$ cat src/rtl/mem_arb_pkg.sv
// Shared types and constants for the memory port arbiter.
// State encodings, grant identifiers, wait-state bounds and the
// helper that turns a latency parameter into a counter load value.
package mem_arb_pkg;

  typedef enum logic [1:0] {
    ARB_IDLE   = 2'd0,
    ARB_ACCESS = 2'd1,
    ARB_DONE   = 2'd2
  } arb_state_t;

  localparam logic GNT_CPU = 1'b0;
  localparam logic GNT_DMA = 1'b1;

  // Legal range of memory read latency; the wait counter is sized for MAX.
  localparam int MEM_LAT_MIN = 1;
  localparam int MEM_LAT_MAX = 15;
  localparam int CNT_W       = 4;

  // Counter load for the ACCESS state. Out-of-range latencies are clamped
  // so a bad parameter cannot wrap the counter into a very long access.
  function automatic logic [CNT_W-1:0] lat_load(input int lat);
    int l;
    l = lat;
    if (l < MEM_LAT_MIN) l = MEM_LAT_MIN;
    if (l > MEM_LAT_MAX) l = MEM_LAT_MAX;
    return CNT_W'(l - 1);
  endfunction

endpackage

$ cat src/rtl/arb_pick.sv
// Winner select for the memory port arbiter.
// Config macro: ARB_ROUND_ROBIN_EN
//   defined   - a tie goes to the requester that did not win last time
//   undefined - fixed priority, the CPU wins every tie
// A single requester always wins regardless of the macro.
module arb_pick
  import mem_arb_pkg::*;
(
  input  logic cpu_req,
  input  logic dma_req,
  input  logic last_grant,
  output logic valid,
  output logic grant
);

`ifndef ARB_ROUND_ROBIN_EN
  // last_grant is kept by the FSM in both builds but only consulted here
  // when round robin is enabled.
  logic unused_last_grant;
  assign unused_last_grant = last_grant;
`endif

  // Combinational winner select
  always_comb begin
    valid = cpu_req | dma_req;
    grant = GNT_CPU;
    if (cpu_req && dma_req) begin
`ifdef ARB_ROUND_ROBIN_EN
      grant = (last_grant == GNT_CPU) ? GNT_DMA : GNT_CPU;
`else
      grant = GNT_CPU;
`endif
    end else if (dma_req) begin
      grant = GNT_DMA;
    end
  end

endmodule

$ cat src/rtl/mem_port_arbiter.sv
// Shares one single-port synchronous memory between the CPU memory
// interface and a DMA/loader port. Each grant is one complete access:
// address issue, MEM_LAT wait cycles, read-data capture, one-cycle ack.
// Config macro: ARB_ROUND_ROBIN_EN (tie policy, resolved inside arb_pick).
//
//   state      | meaning
//   -----------+---------------------------------------------------------
//   ARB_IDLE   | no access; pick a winner and latch its request
//   ARB_ACCESS | address/wdata on the memory bus, wait counter running,
//              | mem_we only in the first cycle, rdata captured at 0
//   ARB_DONE   | one-cycle ack to the winner, last_grant updated
module mem_port_arbiter
  import mem_arb_pkg::*;
#(
  parameter int N       = 32,
  parameter int AW      = 32,
  parameter int MEM_LAT = 1
) (
  input  logic          clk,
  input  logic          rst,
  input  logic          cpu_req,
  input  logic          cpu_we,
  input  logic [AW-1:0] cpu_addr,
  input  logic [N-1:0]  cpu_wdata,
  output logic          cpu_ack,
  output logic [N-1:0]  cpu_rdata,
  input  logic          dma_req,
  input  logic          dma_we,
  input  logic [AW-1:0] dma_addr,
  input  logic [N-1:0]  dma_wdata,
  output logic          dma_ack,
  output logic [N-1:0]  dma_rdata,
  output logic [AW-1:0] mem_addr,
  output logic [N-1:0]  mem_wdata,
  output logic          mem_we,
  input  logic [N-1:0]  mem_rdata,
  output logic          busy
);

  localparam logic [CNT_W-1:0] LAT_LOAD = lat_load(MEM_LAT);

  arb_state_t       state_q;
  arb_state_t       state_d;
  logic [CNT_W-1:0] cnt_q;
  logic [AW-1:0]    addr_q;
  logic [N-1:0]     wdata_q;
  logic             we_q;
  logic             gnt_q;
  logic             last_grant_q;
  logic [N-1:0]     rdata_q;

  logic             pick_valid;
  logic             pick_grant;

  arb_pick u_pick (
    .cpu_req    (cpu_req),
    .dma_req    (dma_req),
    .last_grant (last_grant_q),
    .valid      (pick_valid),
    .grant      (pick_grant)
  );

  // State register
  always_ff @(posedge clk or posedge rst) begin
    if (rst) state_q <= ARB_IDLE;
    else     state_q <= state_d;
  end

  // Next-state logic
  always_comb begin
    state_d = state_q;
    case (state_q)
      ARB_IDLE:   if (pick_valid) state_d = ARB_ACCESS;
      ARB_ACCESS: if (cnt_q == '0) state_d = ARB_DONE;
      ARB_DONE:   state_d = ARB_IDLE;
      default:    state_d = ARB_IDLE;
    endcase
  end

  // Outputs decoded from state; mem_we clears as soon as the async reset
  // drops the state back to IDLE. The counter only equals its load value
  // in the first ACCESS cycle, which limits the write strobe to one cycle.
  always_comb begin
    busy    = (state_q != ARB_IDLE);
    mem_we  = 1'b0;
    cpu_ack = 1'b0;
    dma_ack = 1'b0;
    if (state_q == ARB_ACCESS && cnt_q == LAT_LOAD) mem_we = we_q;
    if (state_q == ARB_DONE) begin
      cpu_ack = (gnt_q == GNT_CPU);
      dma_ack = (gnt_q == GNT_DMA);
    end
  end

  // Request latch, wait counter, read-data capture and grant history
  always_ff @(posedge clk or posedge rst) begin
    if (rst) begin
      cnt_q        <= '0;
      addr_q       <= '0;
      wdata_q      <= '0;
      we_q         <= 1'b0;
      gnt_q        <= GNT_CPU;
      last_grant_q <= GNT_DMA;
      rdata_q      <= '0;
    end else begin
      case (state_q)
        ARB_IDLE: begin
          if (pick_valid) begin
            gnt_q <= pick_grant;
            cnt_q <= LAT_LOAD;
            if (pick_grant == GNT_CPU) begin
              addr_q  <= cpu_addr;
              wdata_q <= cpu_wdata;
              we_q    <= cpu_we;
            end else begin
              addr_q  <= dma_addr;
              wdata_q <= dma_wdata;
              we_q    <= dma_we;
            end
          end
        end
        ARB_ACCESS: begin
          if (cnt_q == '0) rdata_q <= mem_rdata;
          else             cnt_q   <= cnt_q - 1'b1;
        end
        ARB_DONE: last_grant_q <= gnt_q;
        default: ;
      endcase
    end
  end

  assign mem_addr  = addr_q;
  assign mem_wdata = wdata_q;
  assign cpu_rdata = rdata_q;
  assign dma_rdata = rdata_q;

endmodule

$ cat config.mk
export PLATFORM = sky130hd
export DESIGN_NAME = mem_port_arbiter
export DESIGN_NICKNAME = d
export VERILOG_FILES = /design/src/rtl/mem_arb_pkg.sv /design/src/rtl/arb_pick.sv /design/src/rtl/mem_port_arbiter.sv
export SDC_FILE = /design/constraint.sdc
export NUM_CORES = 1
export LEC_CHECK = 0
export CAP_MARGIN = 25
export CORE_MARGIN = 4
export CORE_UTILIZATION = 38
export DETAILED_ROUTE_END_ITERATION = 16
export PLACE_DENSITY = 0.89
export SYNTH_ARGS = -nofsm -noshare
export SYNTH_HDL_FRONTEND = slang
export SYNTH_HIERARCHICAL = 1
export SYNTH_SLANG_ARGS = --single-unit
$ cat constraint.sdc
create_clock -name clk -period 3.8 [get_ports clk]
set_clock_uncertainty 0.05 [all_clocks]
set_input_delay 0.57 -clock clk [delete_from_list [all_inputs] [get_ports clk]]
set_output_delay 0.57 -clock clk [all_outputs]
set_load 0.02 [all_outputs]
==> results.yml, run 1 <==
timing:
  period_minus_slack_ns: 2.87
  tns_ns: 0
  fmax_ghz: 0.348
  rsz0062_at_grt: "no"
  finalMaxSlewViolations: 0
  tightest_slew_ns: 0.789
  setup_ws_ns: 0.930
  finalHoldViolCount: 0
  setup_viol: 0
  fin_crit_sh_pct: 75.5
  relSlewSlack_pct: 47.4
layout:
  multi_input_area_sq_um: 1940
  num-fill-cells: 981
  diodes: 0
  syn_to_final_growth_pct: 65.0
  nets: 854
  final-seq-area_sq_um: 2600
  drive_above_1_share_pct: 8.97
floorplan:
  num_rows: 41
  num_io_pins: 298
  die_w_microns: 122
  die_h_microns: 122
  die-area_sq_um: 14900
  initial_core_util_pct: 38.9
  fp.coreArea_sq_um: 12700
worst_hold_path:
  min_path_type: "reg2reg"
  min_from: "mem_addr[29]"
power:
  pwr-share-clk_pct: 13.6
  switching_power_mw: 2.67
  netSwitchingFraction_pct: 39.1
  ir_drop_v: 0.000458
  powerDensity_nw_per_um2: 840
  p_comb_share_pct: 55.9
  p_int_mw: 4.16
  p_leak_nw: 3.41
  pwr-share-seq_pct: 30.5
clock_network:
  postCtsResizedCells: 0
  clockBufferDepth: 2
  cts_sinks: 104
  root_buffer: "clkbuf_16"
  path_clk_slew_ns: 0.07
  worstSkewPairLatency_ns: 0.34
  cts_tree: "done"
  numCtsBuffers: 9
  hold_buffers: 0
  ctsHtreeMaxLevel: 3
  cts_setup_buffers: 0
global_routing:
  grt_max_degree: 89
  grt_pass1_wl_microns: 22400
  grt_pass1_vias: 4428
  grt_use_total_pct: 19.4
  antenna_found_initial: 0
  grt_overflow: 0
setup_path:
  cp-start-kind: "register"
  crit_type: "reg2out"
  r2r-start: "cnt_q[0]"
  arrival_ns: 2.25
  crit_fanout: 7
  worstSetupEndpointType: "output port"
  worstSetupStartpoint: "cnt_q[0]"
  cp.required_ns: 3.18
route:
  wl_per_cell_microns: 17.5
  drtPass1Iterations: 4
  vias: 4086
  route.detailed.drc: 0
  ant_nets: 0
  routed_via_density: 4.73
  drt-initial-drc-count: 217
  routed_wl_microns: 15100
synthesis:
  avgSynthCellArea_sq_um: 11.5
  netlist_instances: 428
  ys_warn_count: 6
  synth_nets: 596
  synth_area_sq_um: 4930
placed_design:
  hpwl_microns: 11900
  pre_cts_ws_ns: 1.28
  io_buffers: 297
  gp_congestion: 0.759
run_status:
  status: "finished clean"
flow_run:
  drv_cap: 0
==> final cells by class <==
class	count	area share (%)
Timing Repair Buffer	305	37.5
Sequential cell	104	32.0
Tap cell	172	2.65
Inverter	6	0.308
Clock buffer	13	3.20
Multi-Input combinational cell	260	23.8
Clock inverter	3	0.492
==> state kept, by name, indices dropped and copies added, names as in the netlist <==
signal     count
we_q           1
mem_addr      32
cnt_q          4
cpu_rdata     32
mem_wdata     32
gnt_q          1
state_q        2
==> critical path: stages (launching register included) <==
cell and delay [ns]:
dfrtp_1 0.43, inv_1 0.12, ha_1 0.18, nor3b_4 0.35
nand3b_4 0.11, nor2_1 0.09, clkdlybuf4s50_1 0.63
==> cell usage in the layout, fill, tap and decap left out, types with 4 or more instances in the layout <==
master	count
nand3_1	4
a21oi_1	66
nor2_1	68
inv_1	5
nand2_1	5
clkbuf_16	9
mux2_4	28
dfrtp_1	104
clkdlybuf4s50_1	297
buf_4	7
mux2i_1	65
mux2_2	5
==> worst paths after layout <==
| path | endpoint | slack [ns] | cells after the start |
|---|---|---|---|
| hold / removal | mem_addr[29] | 0.48 | 2 |
| setup reg to reg | cpu_rdata[12] | 1.70 | 6 |
| max in group asynchronous | mem_addr[17] | 2.50 | 3 |
| hold reg to reg | mem_addr[29] | 0.48 | 2 |
| setup / recovery | mem_we | 0.93 | 6 |
| min in group asynchronous | cpu_rdata[19] | 0.59 | 2 |
==> metrics by stage <==
stage	hold slack (ns)	utilization, %	power, mW	instance area [sq um]	std cells
6_report	0.481	64.2	6.83	8130	863
5_1_grt	0.503	64.2	7.20	8130	863
4_1_cts	0.486	64.2	6.91	8130	863
3_5_place_dp	0.468	61.8	5.94	7830	847
3_3_place_gp	0.455	61.6	5.78	7800	846
2_1_floorplan	0.445	-	4.28	4930	428
==> per-layer routing <==
metal | GRT usage [%] | part of all wire, % | vias up
li1 | - | - | 1944
met1 | 20.3 | 34 | 1955
met2 | 36.8 | 56 | 169
met3 | 5.76 | 8.6 | 18
met4 | 6.44 | 1.4 | 0
met5 | 0 | 0 | -
==> power groups by stage <==
stage	registers [mW]	logic [mW]	clock network [mW]
floorplan	2.63	1.66	0
global placement	2.06	3.73	0
detailed placement	2.10	3.85	0
CTS	2.09	3.86	0.959
global route	2.15	4.05	1.00
finish	2.08	3.82	0.930
Note: power is estimated with default switching activity, not from simulation.
==> inputs of run 2 (changes only) <==
--- a/config.mk
+++ b/config.mk
@@ -7,9 +7,9 @@
 export LEC_CHECK = 0
 export CAP_MARGIN = 25
 export CORE_MARGIN = 4
-export CORE_UTILIZATION = 38
+export CORE_UTILIZATION = 34
 export DETAILED_ROUTE_END_ITERATION = 16
-export PLACE_DENSITY = 0.89
+export PLACE_DENSITY = 0.85
 export SYNTH_ARGS = -nofsm -noshare
 export SYNTH_HDL_FRONTEND = slang
 export SYNTH_HIERARCHICAL = 1
==> constraint.sdc (replaced) <==
create_clock -name clk -period 2.35 [get_ports clk]
set_clock_uncertainty 0.05 [all_clocks]
set_input_delay 0.3525 -clock clk [delete_from_list [all_inputs] [get_ports clk]]
set_output_delay 0.3525 -clock clk [all_outputs]
set_load 0.02 [all_outputs]
==> results.yml, run 2 (synthesis gave the netlist of run 1 again) <==
run_status:
  status: "finished clean"
timing:
  setup_viol: 0
  fin_crit_sh_pct: 94.3
  rsz0062_at_grt: "no"
  tightest_slew_ns: 0.620
  finalMaxSlewViolations: 0
  tns_ns: 0
  relSlewSlack_pct: 58.7
  fmax_ghz: 0.451
  period_minus_slack_ns: 2.22
  worst_hold_slack_ns: 0.426
  setup_ws_ns: 0.134
  finalHoldViolCount: 0
floorplan:
  fp.coreArea_sq_um: 14000
  die_h_microns: 128
  num_io_pins: 298
  die-area_sq_um: 16500
  num_rows: 43
  die_w_microns: 128
  initial_core_util_pct: 35.1
global_routing:
  grt_pass1_vias: 4317
  grt_use_total_pct: 17.1
  antenna_found_initial: 0
  grt_overflow: 0
  grt_max_degree: 105
  grt_pass1_wl_microns: 22200
clock_network:
  clockBufferDepth: 2
  path_clk_slew_ns: 0.07
  ctsHtreeMaxLevel: 3
  cts_tree: "done"
  root_buffer: "clkbuf_16"
  numCtsBuffers: 9
  cts_setup_buffers: 0
  postCtsResizedCells: 1
  hold_buffers: 0
  cts_sinks: 104
  worstSkewPairLatency_ns: 0.34
placed_design:
  dpl_cell_area_sq_um: 7870
  io_buffers: 297
  hpwl_microns: 11600
  pre_cts_ws_ns: 0.180
  gp_congestion: 0.771
power:
  powerDensity_nw_per_um2: 1350
  ir_drop_v: 0.000794
  p_leak_nw: 3.39
worst_hold_path:
  min_path_type: "in2async"
setup_path:
  cp-start-kind: "register"
  crit_type: "reg2out"
  rrSetupSlack_ns: 0.24
  worstSetupEndpointType: "output port"
  cp.required_ns: 1.95
  crit_fanout: 13
  arrival_ns: 1.81
route:
  drtPass1Iterations: 4
  route.met2.wl_microns: 8220
  wl_per_cell_microns: 16.8
  route.detailed.drc: 0
  routed_wl_microns: 14600
  top_layer_used: "met4"
  wl_met3_microns: 1080
  wl_met1_microns: 5030
  routed_via_density: 4.67
  ant_nets: 0
  drt-initial-drc-count: 174
  vias: 4063
layout:
  nets: 855
  final_cell_mix: "296 x clkdlybuf4s50_1, 103 x dfrtp_1, 68 x nor2_1, 66 x a21oi_1, 65 x mux2i_1"
  diodes: 0
  drive_above_1_share_pct: 9.13
  syn_to_final_growth_pct: 65.2
  layout_commonest_cell: "clkdlybuf4s50_1"
  postLayoutCoreUtil_pct: 58.0
  design_area_sq_um: 8140
flow_run:
  drv_cap: 0
## run 2: cell count changes in the layout (fill, tap and decap cells not counted), sizes merged
cell / delta
clkinv: -2
clkdlybuf4s50: -1
clkbuf: -1
clkinvlp: +3
buf: +1
inv: -1
## run 2: final cells by class
class	count	area (sq um)
Clock buffer	11	233
Clock inverter	3	45.0
Fill cell	1146	5900
Inverter	6	26.3
Multi-Input combinational cell	260	1940
Sequential cell	104	2600
Tap cell	180	225
Timing Repair Buffer	306	3070
## run 2: per-layer routing
metal / track usage [%] / vias to the layer above
li1: - / 1940
met4: 5.56 / 0
met5: 0 / -
met3: 5.31 / 24
met1: 17.9 / 1932
met2: 32.5 / 167
## run 2: final timing paths
kind                         startpoint            end  cells past startpoint
max in group asynchronous           rst  mem_wdata[19]                      3
setup / recovery             state_q[0]        cpu_ack                      3
hold / removal                      rst  cpu_rdata[24]                      3
setup reg to reg               cnt_q[0]  cpu_rdata[11]                      6
min in group clk           mem_addr[10]   mem_addr[10]                      2
hold reg to reg            mem_addr[10]   mem_addr[10]                      2
## run 2: stage by stage
step / cells / power, mW
final: 870 / 11.0
after global routing: 870 / 11.6
after CTS: 870 / 11.1
after detailed placement: 856 / 9.66
after global placement: 856 / 9.42
after floorplan: 428 / 6.93
## run 2: critical path, stage by stage, from the launching register on
cell,delay [ns]
dfrtp_2,0.51
nand2b_1,0.21
nor2_1,0.13
clkdlybuf4s50_1,0.62
## run 2: power by group
group | internal (mW) | total [mW] | switching, mW
Combinational | 3.19 | 6.22 | 3.03
Clock | 0.814 | 1.42 | 0.603
Sequential | 2.69 | 3.36 | 0.667
Total | 6.70 | 11.0 | 4.30
